[src/rtl/mem_arbiter_pkg.sv]
// Shared cache/memory bus structs plus the arbiter's state and owner types.
// Used by mem_arbiter and rr_arbiter2.
package mem_arbiter_pkg;

    localparam int ADDR_W = 32;
    localparam int DATA_W = 32;
    localparam int MASK_W = DATA_W / 8;

    typedef struct packed {
        logic [ADDR_W-1:0] addr;
    } mem_r_req_bus_t;

    typedef struct packed {
        logic [DATA_W-1:0] rdata;
    } mem_r_resp_bus_t;

    typedef struct packed {
        logic [ADDR_W-1:0] addr;
        logic [DATA_W-1:0] data;
        logic [MASK_W-1:0] wmask;
    } mem_w_req_bus_t;

    typedef struct packed {
        logic [1:0] resp;
    } mem_w_resp_bus_t;

    typedef enum logic [2:0] {
        IDLE    = 3'd0,
        R_ISSUE = 3'd1,
        R_WAIT  = 3'd2,
        W_ISSUE = 3'd3,
        W_WAIT  = 3'd4
    } arb_state_t;

    typedef enum logic {
        OWNER_M0 = 1'b0,
        OWNER_M1 = 1'b1
    } arb_owner_t;

endpackage

[src/rtl/rr_arbiter2.sv]
// Two-requester round-robin pick. last_grant starts at M1 so M0 wins the
// first contended round; it only moves when grant_en accepts a pick.
module rr_arbiter2
    import mem_arbiter_pkg::*;
(
    input  logic       clk,
    input  logic       rst,
    input  logic [1:0] req,
    input  logic       grant_en,
    output logic       grant_valid,
    output arb_owner_t grant
);

    arb_owner_t last_grant;

    always_comb begin
        grant_valid = |req;
        grant       = OWNER_M0;
        if (req == 2'b11) begin
            grant = (last_grant == OWNER_M0) ? OWNER_M1 : OWNER_M0;
        end else if (req[1]) begin
            grant = OWNER_M1;
        end
    end

    always_ff @(posedge clk or posedge rst) begin
        if (rst) begin
            last_grant <= OWNER_M1;
        end else if (grant_en && grant_valid) begin
            last_grant <= grant;
        end
    end

endmodule

[src/rtl/mem_arbiter.sv]
// Shares one memory port between the I-cache (M0, read) and D-cache (M1, read +
// write-back). Optional grant counters are built when MEM_ARB_PERF_CNT_EN is defined.
module mem_arbiter
    import mem_arbiter_pkg::*;
#(
    parameter int CNT_WIDTH = 32
) (
    input  logic                 clk,
    input  logic                 rst,

    input  mem_r_req_bus_t       m0_r_req,
    input  logic                 m0_r_req_valid,
    output logic                 m0_r_req_ready,
    output mem_r_resp_bus_t      m0_r_resp,
    output logic                 m0_r_resp_valid,

    input  mem_r_req_bus_t       m1_r_req,
    input  logic                 m1_r_req_valid,
    output logic                 m1_r_req_ready,
    output mem_r_resp_bus_t      m1_r_resp,
    output logic                 m1_r_resp_valid,

    input  mem_w_req_bus_t       m1_w_req,
    input  logic                 m1_w_req_valid,
    output logic                 m1_w_req_ready,
    output mem_w_resp_bus_t      m1_w_resp,
    output logic                 m1_w_resp_valid,

    output mem_r_req_bus_t       mem_r_req,
    output logic                 mem_r_req_valid,
    input  logic                 mem_r_req_ready,
    input  mem_r_resp_bus_t      mem_r_resp,
    input  logic                 mem_r_resp_valid,

    output mem_w_req_bus_t       mem_w_req,
    output logic                 mem_w_req_valid,
    input  logic                 mem_w_req_ready,
    input  mem_w_resp_bus_t      mem_w_resp,
    input  logic                 mem_w_resp_valid,

    output logic [CNT_WIDTH-1:0] perf_grant_cnt0,
    output logic [CNT_WIDTH-1:0] perf_grant_cnt1,

    output arb_state_t           dbg_state
);

    // Handshake: a request transfers on the edge where valid && ready are both
    // high; the master holds its bus stable until then. Response valids are
    // single-cycle strobes with no back-pressure.

    arb_state_t state;
    arb_state_t state_nxt;
    arb_owner_t owner;

    logic       grant_en;
    logic       grant_valid;
    arb_owner_t grant;
    logic       m1_any;

    assign m1_any    = m1_r_req_valid | m1_w_req_valid;
    assign grant_en  = (state == IDLE);
    assign dbg_state = state;

    rr_arbiter2 u_rr (
        .clk         (clk),
        .rst         (rst),
        .req         ({m1_any, m0_r_req_valid}),
        .grant_en    (grant_en),
        .grant_valid (grant_valid),
        .grant       (grant)
    );

    always_ff @(posedge clk or posedge rst) begin
        if (rst) begin
            state <= IDLE;
            owner <= OWNER_M0;
        end else begin
            state <= state_nxt;
            if (grant_en && grant_valid) begin
                owner <= grant;
            end
        end
    end

    // Request and response paths are purely combinational from the owner; the
    // transaction type is carried by the state itself.
    always_comb begin
        state_nxt       = state;
        m0_r_req_ready  = 1'b0;
        m1_r_req_ready  = 1'b0;
        m1_w_req_ready  = 1'b0;
        m0_r_resp       = '0;
        m0_r_resp_valid = 1'b0;
        m1_r_resp       = '0;
        m1_r_resp_valid = 1'b0;
        m1_w_resp       = '0;
        m1_w_resp_valid = 1'b0;
        mem_r_req       = '0;
        mem_r_req_valid = 1'b0;
        mem_w_req       = '0;
        mem_w_req_valid = 1'b0;

        case (state)
            IDLE: begin
                if (grant_valid) begin
                    // Within M1 the write-back goes first so the dirty line
                    // leaves before the refill read that may replace it.
                    if (grant == OWNER_M1 && m1_w_req_valid) begin
                        state_nxt = W_ISSUE;
                    end else begin
                        state_nxt = R_ISSUE;
                    end
                end
            end

            R_ISSUE: begin
                mem_r_req_valid = 1'b1;
                if (owner == OWNER_M1) begin
                    mem_r_req      = m1_r_req;
                    m1_r_req_ready = mem_r_req_ready;
                end else begin
                    mem_r_req      = m0_r_req;
                    m0_r_req_ready = mem_r_req_ready;
                end
                if (mem_r_req_ready) begin
                    state_nxt = R_WAIT;
                end
            end

            R_WAIT: begin
                if (mem_r_resp_valid) begin
                    if (owner == OWNER_M1) begin
                        m1_r_resp       = mem_r_resp;
                        m1_r_resp_valid = 1'b1;
                    end else begin
                        m0_r_resp       = mem_r_resp;
                        m0_r_resp_valid = 1'b1;
                    end
                    state_nxt = IDLE;
                end
            end

            W_ISSUE: begin
                mem_w_req_valid = 1'b1;
                mem_w_req       = m1_w_req;
                m1_w_req_ready  = mem_w_req_ready;
                if (mem_w_req_ready) begin
                    state_nxt = W_WAIT;
                end
            end

            W_WAIT: begin
                if (mem_w_resp_valid) begin
                    m1_w_resp       = mem_w_resp;
                    m1_w_resp_valid = 1'b1;
                    state_nxt       = IDLE;
                end
            end

            default: begin
                state_nxt = IDLE;
            end
        endcase
    end

`ifdef MEM_ARB_PERF_CNT_EN
    logic [CNT_WIDTH-1:0] cnt0;
    logic [CNT_WIDTH-1:0] cnt1;

    // Saturating so long runs never wrap back to a misleadingly small count.
    always_ff @(posedge clk or posedge rst) begin
        if (rst) begin
            cnt0 <= '0;
            cnt1 <= '0;
        end else if (grant_en && grant_valid) begin
            if (grant == OWNER_M0 && cnt0 != '1) begin
                cnt0 <= cnt0 + 1'b1;
            end
            if (grant == OWNER_M1 && cnt1 != '1) begin
                cnt1 <= cnt1 + 1'b1;
            end
        end
    end

    assign perf_grant_cnt0 = cnt0;
    assign perf_grant_cnt1 = cnt1;
`else
    assign perf_grant_cnt0 = '0;
    assign perf_grant_cnt1 = '0;
`endif

endmodule

[config.mk]
export PLATFORM = sky130hd
export DESIGN_NAME = mem_arbiter
export DESIGN_NICKNAME = d
export VERILOG_FILES = /design/src/rtl/mem_arbiter_pkg.sv /design/src/rtl/rr_arbiter2.sv /design/src/rtl/mem_arbiter.sv
export SDC_FILE = /design/constraint.sdc
export NUM_CORES = 1
export LEC_CHECK = 0
export BUFFER_PORTS_ARGS = -buffer_cell sky130_fd_sc_hd__clkbuf_2
export CAP_MARGIN = 40
export CORE_AREA = 3 3 162 164
export DETAILED_ROUTE_END_ITERATION = 8
export DIE_AREA = 0 0 165 167
export PLACE_DENSITY = 0.39
export SETUP_SLACK_MARGIN = 0.5
export SYNTH_ARGS = -nofsm -noshare
export SYNTH_HDL_FRONTEND = slang
export SYNTH_HIERARCHICAL = 1
export SYNTH_SLANG_ARGS = --single-unit
export TNS_END_PERCENT = 30
[constraint.sdc]
create_clock -name clk -period 1.65 [get_ports clk]
set_input_delay 0.165 -clock clk [delete_from_list [all_inputs] [get_ports clk]]
set_output_delay 0.165 -clock clk [all_outputs]
set_load 0.005 [all_outputs]
==> flow_summary.json, run 1 <==
{
  "clkLatencyLatePin_ps": 230,
  "clk_pin_slew_ps": 30,
  "post-place-ws_ps": 91.5,
  "cts_max_level": 1,
  "routed.top_layer": "met5",
  "first_iter_violations": 48,
  "ff2ff_path_depth": 5,
  "critPathLaunch": "dbg_state[2]",
  "grt_overflow_total": 0,
  "synth_flop_cell": "dfrtp_1",
  "finalCritPeriodShare_pct": 107,
  "setup_slack_ps": -114,
  "n_antenna_cell": 0,
  "ir_worst_vdd_mv": 0.415,
  "ys_seq_elements": 5,
  "r2r_end": "dbg_state[2]",
  "die_h_um": 167,
  "fin_crit_ps": 1760,
  "track_usage_pct": 7.54,
  "fp-row-count": 58,
  "cts_root_buf": "clkbuf_16",
  "fmax_ghz": 0.567,
  "gp_congestion": 0.712,
  "syn_inst": 326,
  "fp.dieW_um": 165,
  "cts_tree": "built",
  "cts_num_sinks": 5,
  "clockBufferDepth": 2,
  "dp_hpwl_um": 10900,
  "cts_buffers": 3,
  "min_to": "u_rr/last_grant",
  "synthTopCellsByCount": "and2_1 (134), buf_4 (66), mux2i_1 (34)",
  "area_growth_pct": 98.0,
  "yosysSeqAreaShare_pct": 5.50,
  "cp_max_fo": 25,
  "synth_edf_count": 0,
  "remaining_drc_errors": 0,
  "violations": "negative setup slack",
  "hold_depth": 2,
  "p_leak_uw": 0.00274,
  "ys_top_cells_by_area": "and2_1 (36%), buf_4 (22%), mux2i_1 (15%)",
  "die-area_um2": 27600,
  "wl_met2_um": 6620,
  "setup_viol": 148,
  "final.setup_skew_ps": 1.46,
  "worst_hold_path_type": "input pin to flop",
  "p_per_area_nw_per_um2": 966,
  "synth.largest_area_cell": "and2_1",
  "cp.required_ps": 1480,
  "slew_violations": 0,
  "hp-start": "m0_r_req_valid",
  "worstPathArrival_ps": 1600,
  "ys_types": 33,
  "final_cell_count_no_fill": 1002,
  "grt_max_degree": 52,
  "async_flop_share_pct": 100,
  "netlist.area_leader.share_pct": 36.5,
  "post-synth-top-count-cell": "and2_1",
  "wl_met3_um": 1550,
  "finalHoldViolCount": 0,
  "r2r_start": "dbg_state[0]",
  "r2r_setup_slack_ps": 210,
  "synth_warnings": 6,
  "syn_area_um2": 2300,
  "antenna_found_initial": 3,
  "dpl.cell_count": 995,
  "maxCapViolations": 0,
  "fin_nets": 848,
  "cp-end-kind": "primary output",
  "vias_per_cell": 3.16,
  "first_pass_iters": 4,
  "final_layout_size_suffix_gt1_share_pct": 62.5,
  "post_drt_wl_per_cell_um": 12.1,
  "synth_area_per_cell_um2": 7.05,
  "fillers": 2867,
  "rsz0062_at_grt": "yes",
  "grt_pass1_wl_um": 16300,
  "ios": 416,
  "core-area_um2": 25000,
  "dpl_cell_area_um2": 4350,
  "design_area_um2": 4550,
  "vias": 3171,
  "wirelength_um": 12200,
  "port_buffers": 351,
  "hold-worst-slack_ps": 123,
  "wl_met1_um": 3920,
  "status": "finished with violations",
  "ant_nets": 0,
  "grt_pass1_vias": 2971,
  "worst_setup_path_start_kind": "flop",
  "setup.worst_path.class": "flop to primary output",
  "initial_core_util_pct": 9.18
}
==> layer usage <==
layer	up-vias	GRT usage (%)
li1	1579	-
met1	1339	7.34
met2	239	15.6
met3	8	2.19
met4	6	0.875
met5	-	0
==> cells in the final DEF, fill, tap and decap left out, drive strengths merged, types with 4 or more instances in the layout <==
cell / synthesis / layout
buf: 82 / 24
conb: 1 / 64
nand2: 4 / 4
dfrtp: 4 / 4
clkbuf: 7 / 347
and2: 135 / 135
mux2i: 34 / 34
inv: 5 / 5
nor2: 35 / 35
==> report_power, final <==
part | switching (uW) | internal [uW] | leakage, uW
clock | 74.4 | 320 | 0.0000382
sequential | 52.8 | 193 | 0.0000590
combinational | 1810 | 1950 | 0.00265
total | 1940 | 2460 | 0.00274
==> per-stage QoR <==
stage                     utilization [%]  TNS, ps  total power (uW)
final                                18.2   -10280              4400
after global routing                 18.2   -22930              4840
after CTS                            17.8   -12450              4320
after detailed placement             17.4        0              3870
after global placement               17.4        0              3910
after floorplan                         -        0              2590
==> logic make-up after synthesis <==
group | count (synthesis) | synth area share, %
muxes | 35 | 15.3
buffers and inverters | 94 | 29.0
AOI/OAI and AO/OA | 7 | 2.07
DFF | 5 | 5.50
other | 1 | 0.163
and+or+nand+nor | 184 | 48.0
==> state kept, by name, summed over array words and instances (netlist names) <==
signal / count
dbg_state: 3
u_rr/last_grant: 1
owner: 1
==> how the worst max path moves through the flow <==
stage | slack (ps) | end
2_1_floorplan | 200 | mem_r_req[1]
3_3_place_gp | 80 | mem_w_req[5]
3_5_place_dp | 90 | mem_w_req[6]
4_1_cts | -140 | mem_w_req[6]
5_1_grt | -200 | m0_r_resp[15]
6_report | -110 | mem_w_req[55]
==> layout make-up <==
class	instances	area, um2	area share, %
Multi-Input combinational cell	290	1890	41.6
Sequential cell	5	128	2.80
Clock buffer	4	78.8	1.73
Tap cell	330	413	9.07
Timing Repair Buffer	368	2020	44.4
Inverter	5	18.8	0.412
==> critical path, cell delays in order (launching register included) <==
cell and delay [ps]:
dfrtp_1 390, buf_6 140, and3b_2 360, clkbuf_16 230, and2_1 140, clkbuf_2 110
==> timing repair <==
| action | in CTS | in global routing |
|---|---|---|
| endpoints found under the setup margin | 180 | 180 |
| resized for setup | 5 | 19 |
| gates cloned | 0 | 1 |
| setup buffers | 0 | 1 |
| hold endpoints to repair | 5 | 0 |
| hold buffers | 1 | 0 |
| pin swaps | 2 | 4 |
(Power assumes the default switching activity.)
==> inputs of run 2 (changes only) <==
--- a/config.mk
+++ b/config.mk
@@ -7,13 +7,12 @@
 export LEC_CHECK = 0
 export BUFFER_PORTS_ARGS = -buffer_cell sky130_fd_sc_hd__clkbuf_2
 export CAP_MARGIN = 40
-export CORE_AREA = 3 3 162 164
+export CORE_AREA = 3 3 161 163
 export DETAILED_ROUTE_END_ITERATION = 8
-export DIE_AREA = 0 0 165 167
-export PLACE_DENSITY = 0.39
+export DIE_AREA = 0 0 164 166
+export PLACE_DENSITY = 0.4
 export SETUP_SLACK_MARGIN = 0.5
 export SYNTH_ARGS = -nofsm -noshare
 export SYNTH_HDL_FRONTEND = slang
-export SYNTH_HIERARCHICAL = 1
 export SYNTH_SLANG_ARGS = --single-unit
 export TNS_END_PERCENT = 30
==> flow_summary.json, run 2 <==
{
  "fin_tns_setup_ps": -15680,
  "synth_warnings": 0,
  "crit_chain": "buf_6 > nand2_4 > buf_4 > nor4_4 > buf_6 > clkbuf_16 > and2_1 > buf_2",
  "worstPathArrival_ps": 1640,
  "p_leak_uw": 0.00292,
  "fp-row-count": 57,
  "core-area_um2": 24500,
  "cpMaxStageDelayCell": "dfrtp_1",
  "mostFrequentLayoutCells": "clkbuf_2 (303), and2_1 (100), conb_1 (64)",
  "die_h_um": 166,
  "setup.worst_path.class": "flop to primary output",
  "ys_seq_elements": 5,
  "setup_viol": 154,
  "status": "finished with violations",
  "use_met3_pct": 1.35,
  "cp-end-kind": "primary output",
  "finalCritPeriodShare_pct": 109,
  "cp.required_ps": 1480,
  "clkLatencyLatePin_ps": 230,
  "top_usage_layer": "met2",
  "fmax_ghz": 0.555,
  "vias_per_cell": 3.15,
  "ios": 416,
  "synth_flop_cell": "dfrtp_1",
  "max_stage_delay_ps": 350,
  "cts_num_sinks": 5,
  "first_pass_iters": 4,
  "die-area_um2": 27200,
  "worst_setup_path_start_kind": "flop",
  "final_layout_size_suffix_gt1_share_pct": 65.9,
  "hold-worst-slack_ps": 142,
  "track_usage_pct": 7.26,
  "fillers": 2781,
  "grt_pass1_vias": 2802,
  "slew_violations": 0,
  "n_antenna_cell": 0,
  "ys_top_cells_by_area": "and2_1 (37%), buf_4 (22%), mux2i_1 (15%)",
  "async_flop_share_pct": 100,
  "fin_nets": 859,
  "multi_input_area_um2": 1940,
  "finalHoldViolCount": 0,
  "post-synth-top-count-cell": "and2_1",
  "fp.dieW_um": 164,
  "worst_hold_path_type": "input pin to flop",
  "area_growth_pct": 116,
  "cts_tree": "built",
  "grt_max_degree": 55,
  "port_buffers": 351,
  "cts_buffers": 3,
  "total_power_uw": 4820,
  "wirelength_um": 12600,
  "dp_hpwl_um": 10100,
  "seq_area_um2": 128,
  "setup_slack_ps": -151,
  "synth.largest_area_cell": "and2_1",
  "cp_top_family": "buffers and inverters",
  "antenna_found_initial": 1,
  "rsz0062_at_grt": "yes",
  "post_drt_wl_per_cell_um": 12.6,
  "violations": "negative setup slack",
  "synth_edf_count": 0,
  "clk_pin_slew_ps": 30,
  "ant_nets": 0,
  "ys_types": 30,
  "cts_root_buf": "clkbuf_16",
  "ff2ff_path_depth": 3,
  "syn_inst": 324,
  "layout_commonest_cell": "clkbuf_2",
  "netlist.area_leader.share_pct": 37.2,
  "grt_pass1_wl_um": 15600,
  "synthTopCellsByCount": "and2_1 (135), buf_4 (66), nor2_1 (34)",
  "grt_use_met1_pct": 7.18,
  "cp.depth": 8,
  "cp_max_fo": 8,
  "first_iter_violations": 61,
  "cts_max_level": 1,
  "crit_buf_inv": 5,
  "vias": 3172,
  "ir_worst_vdd_mv": 0.542,
  "yosysSeqAreaShare_pct": 5.56,
  "synth_area_per_cell_um2": 7.01,
  "p_per_area_nw_per_um2": 980,
  "gp_congestion": 0.780,
  "final.setup_skew_ps": 1.93,
  "crit_top_cell": "buf_6",
  "initial_core_util_pct": 9.29,
  "fin_crit_ps": 1800,
  "maxCapViolations": 0,
  "grtUsageMet2_pct": 15.6,
  "largest_reg_flops": 3,
  "clockBufferDepth": 2,
  "hold_depth": 2,
  "grt_overflow_total": 0,
  "syn_area_um2": 2270,
  "remaining_drc_errors": 0
}
==> run 2: changes by cell type in the layout (fill, tap and decap cells not counted), moves of 3 or more <==
cell	previous run	this run
inv_1	4	1
nor2_2	4	9
mux2i_2	3	0
clkbuf_16	4	7
buf_2	2	19
clkbuf_2	342	303
and2_4	23	36
buf_6	10	38
and2_1	112	100
nor2_1	21	14
==> run 2: per-layer routing <==
layer  vias to the layer above  routed length (um)
li1                       1599                   -
met1                      1365                4230
met2                       206                7240
met3                         2                1150
met4                         0                  26
met5                         -                   0
==> run 2: power by group <==
part	internal (uW)	switching, uW	leakage (uW)
Sequential	195	64.0	0.0000586
Clock	320	80.6	0.0000382
Combinational	2210	1940	0.00282
==> run 2: final timing paths <==
check,startpoint,to,slack (ps)
worst min-delay path,mem_w_resp_valid,dbg_state[2],140
max in group asynchronous,rst,u_rr.last_grant,990
worst max-delay path,dbg_state[1],m0_r_resp[7],-150
worst max register to register,dbg_state[0],dbg_state[1],270
min in group asynchronous,rst,owner,410
worst min register to register,u_rr.last_grant,u_rr.last_grant,480
==> run 2: through the flow <==
| step | cells | instance area, um2 | setup WS, ps | utilization [%] |
|---|---|---|---|---|
| 4_1_cts | 994 | 4440 | -143 | 18.2 |
| 3_5_place_dp | 988 | 4290 | 57.8 | 17.5 |
| 5_1_grt | 1007 | 4910 | -232 | 20.1 |
| 3_3_place_gp | 988 | 4290 | 85.0 | 17.5 |
| 2_1_floorplan | 387 | 2620 | 204 | - |
| 6_report | 1007 | 4910 | -151 | 20.1 |
==> run 2: area by class of cell <==
class                      instances  share of cell area (%)
sequential                         5                    2.60
inverter                           2                   0.153
timing repair buffer             381                    47.9
multi-input combinational        291                    39.5
tap                              324                    8.25
clock buffer                       4                    1.60
==> run 2: timing repair <==
item,4_1_cts,5_1_grt
hold buffers,1,0
endpoints found under the hold margin,4,0
resized for setup,18,104
pin swaps,8,26
setup endpoints to repair,178,178
gates cloned,0,6
setup buffers,1,7
==> run 2: logic make-up after synthesis <==
kind of cell,count (synthesis),share of synthesized area (%)
simple gates,185,48.6
compound gates,8,2.15
flops,5,5.56
buf+inv,91,28.5
mux,34,15.0
other cells,1,0.165
==> inputs of run 3 (changes only) <==
--- a/config.mk
+++ b/config.mk
@@ -7,12 +7,12 @@
 export LEC_CHECK = 0
 export BUFFER_PORTS_ARGS = -buffer_cell sky130_fd_sc_hd__clkbuf_2
 export CAP_MARGIN = 40
-export CORE_AREA = 3 3 161 163
+export CORE_AREA = 4 4 162 164
 export DETAILED_ROUTE_END_ITERATION = 8
-export DIE_AREA = 0 0 164 166
+export DIE_AREA = 0 0 166 168
 export PLACE_DENSITY = 0.4
 export SETUP_SLACK_MARGIN = 0.5
 export SYNTH_ARGS = -nofsm -noshare
 export SYNTH_HDL_FRONTEND = slang
 export SYNTH_SLANG_ARGS = --single-unit
-export TNS_END_PERCENT = 30
+export TNS_END_PERCENT = 50
==> flow_summary.json, run 3 (synthesis gave the netlist of run 2 again) <==
{
  "final_cell_count_no_fill": 1010,
  "mostFrequentLayoutCells": "clkbuf_2 (279), and2_1 (76), conb_1 (64)",
  "r2r_setup_slack_ps": 130,
  "ios": 416,
  "cts_max_level": 1,
  "grt_overflow_total": 0,
  "hold_depth": 2,
  "p_per_area_nw_per_um2": 1090,
  "area_growth_pct": 131,
  "vias": 3311,
  "cts_num_sinks": 5,
  "cp.required_ps": 1480,
  "gp_congestion": 0.786,
  "grt_pass1_vias": 3214,
  "hold-worst-slack_ps": 182,
  "fmax_ghz": 0.566,
  "worstPathArrival_ps": 1600,
  "final_layout_size_suffix_gt1_share_pct": 71.2,
  "largest_reg_flops": 3,
  "grt_pass1_wl_um": 17900,
  "fp.dieW_um": 166,
  "worst_hold_path_type": "input pin to flop",
  "ff2ff_path_depth": 5,
  "initial_core_util_pct": 9.13,
  "p_leak_uw": 0.00300,
  "cp-end-kind": "primary output",
  "dpl_cell_area_um2": 4360,
  "crit_top_cell": "buf_6",
  "cts_tree": "built",
  "fin_nets": 856,
  "clockBufferDepth": 2,
  "setup.worst_path.class": "flop to primary output",
  "vias_per_cell": 3.28,
  "cpMaxStageDelayCell": "dfrtp_1",
  "rsz0062_at_grt": "yes",
  "remaining_drc_errors": 0,
  "layout_commonest_cell": "clkbuf_2",
  "hp-start": "mem_w_resp_valid",
  "final_util_pct": 21.1,
  "cts_root_buf": "clkbuf_16",
  "worst_setup_path_start_kind": "flop",
  "setup_viol": 162,
  "post-place-ws_ps": 92.3,
  "setup_slack_ps": -118,
  "max_stage_delay_ps": 390,
  "ant_nets": 0,
  "final.setup_skew_ps": 2.50,
  "r2r_start": "dbg_state[0]",
  "design_area_um2": 5240,
  "dpl.cell_count": 991,
  "first_pass_iters": 4,
  "status": "finished with violations",
  "min_to": "dbg_state[2]",
  "port_buffers": 351,
  "clkLatencyLatePin_ps": 230,
  "maxCapViolations": 0,
  "ir_worst_vdd_mv": 0.468,
  "dp_hpwl_um": 10700,
  "finalCritPeriodShare_pct": 107,
  "clk_pin_slew_ps": 30,
  "first_iter_violations": 36,
  "wirelength_um": 13700,
  "grt_max_degree": 67,
  "cts_buffers": 3,
  "antenna_found_initial": 1,
  "die-area_um2": 27900,
  "fp-row-count": 58,
  "slew_violations": 0,
  "fin_crit_ps": 1770,
  "track_usage_pct": 7.95,
  "crit_chain": "buf_6 > and3b_2 > buf_12 > clkbuf_16 > and2_4 > buf_6",
  "die_h_um": 168,
  "n_antenna_cell": 0,
  "finalHoldViolCount": 0,
  "r2r_end": "owner",
  "core-area_um2": 24900,
  "violations": "negative setup slack",
  "post_drt_wl_per_cell_um": 13.6,
  "cp_max_fo": 8
}
## run 3: cell types whose count changed in the layout (fill, tap and decap cells not counted), moves of 2 or more
cell      change
buf_2         +2
and2_4       +24
buf_4         -3
and2_1       -24
mux2i_2       +2
buf_12        +2
nor2_1        -8
buf_6        +17
mux2i_1       -2
nor2_4        +9
clkbuf_2     -24
nand2_2       +2
buf_16        +2
## run 3: layout make-up
type,count,area [um2]
clock buffer,4,78.8
multi-input combinational,291,2080
timing repair buffer,378,2530
sequential,5,128
inverter,2,7.51
tap,330,413
fill,2769,19600
## run 3: critical path: cells and delay by family, from the launching register on
family / cells / cell delay (ps)
flops: 1 / 390
simple gates: 2 / 400
buf+inv: 4 / 570
## run 3: worst max-delay path by stage
| stage | start | slack [ps] | cells past startpoint | end |
|---|---|---|---|---|
| detailed placement | dbg_state[1] | 90 | 4 | mem_r_req[27] |
| CTS | dbg_state[0] | -120 | 5 | mem_w_req[50] |
| global route | dbg_state[2] | -180 | 6 | m0_r_resp[29] |
| global placement | dbg_state[0] | 110 | 5 | m0_r_resp[13] |
| floorplan | dbg_state[1] | 200 | 5 | mem_r_req[11] |
| finish | dbg_state[1] | -120 | 6 | mem_w_req[57] |
## run 3: timing repair
item                                    4_1_cts  5_1_grt
endpoints found under the setup margin      180      181
setup buffers                                 0        4
cloned                                        2        8
gates resized for setup                      16      139
endpoints found under the hold margin         4        0
hold buffers                                  1        0
pin swaps                                     8       22
## run 3: where the power goes
group          total, uW  switching [uW]  leakage (uW)  internal [uW]
logic               5040            2240       0.00291           2800
clock network        399            78.7     0.0000382            320
registers            265            69.8     0.0000586            195
## run 3: stage by stage
stage	total power, uW	TNS (ps)
4_1_cts	4620	-11090
3_3_place_gp	3970	0
6_report	5710	-10350
3_5_place_dp	3940	0
5_1_grt	6160	-20440
2_1_floorplan	2660	0
## run 3: per-layer routing
layer | part of all wire, % | GRT usage (%)
met4 | 1.4 | 1.61
met2 | 56 | 15.5
met5 | 0.051 | 0
met3 | 11 | 3.15
met1 | 31 | 7.97
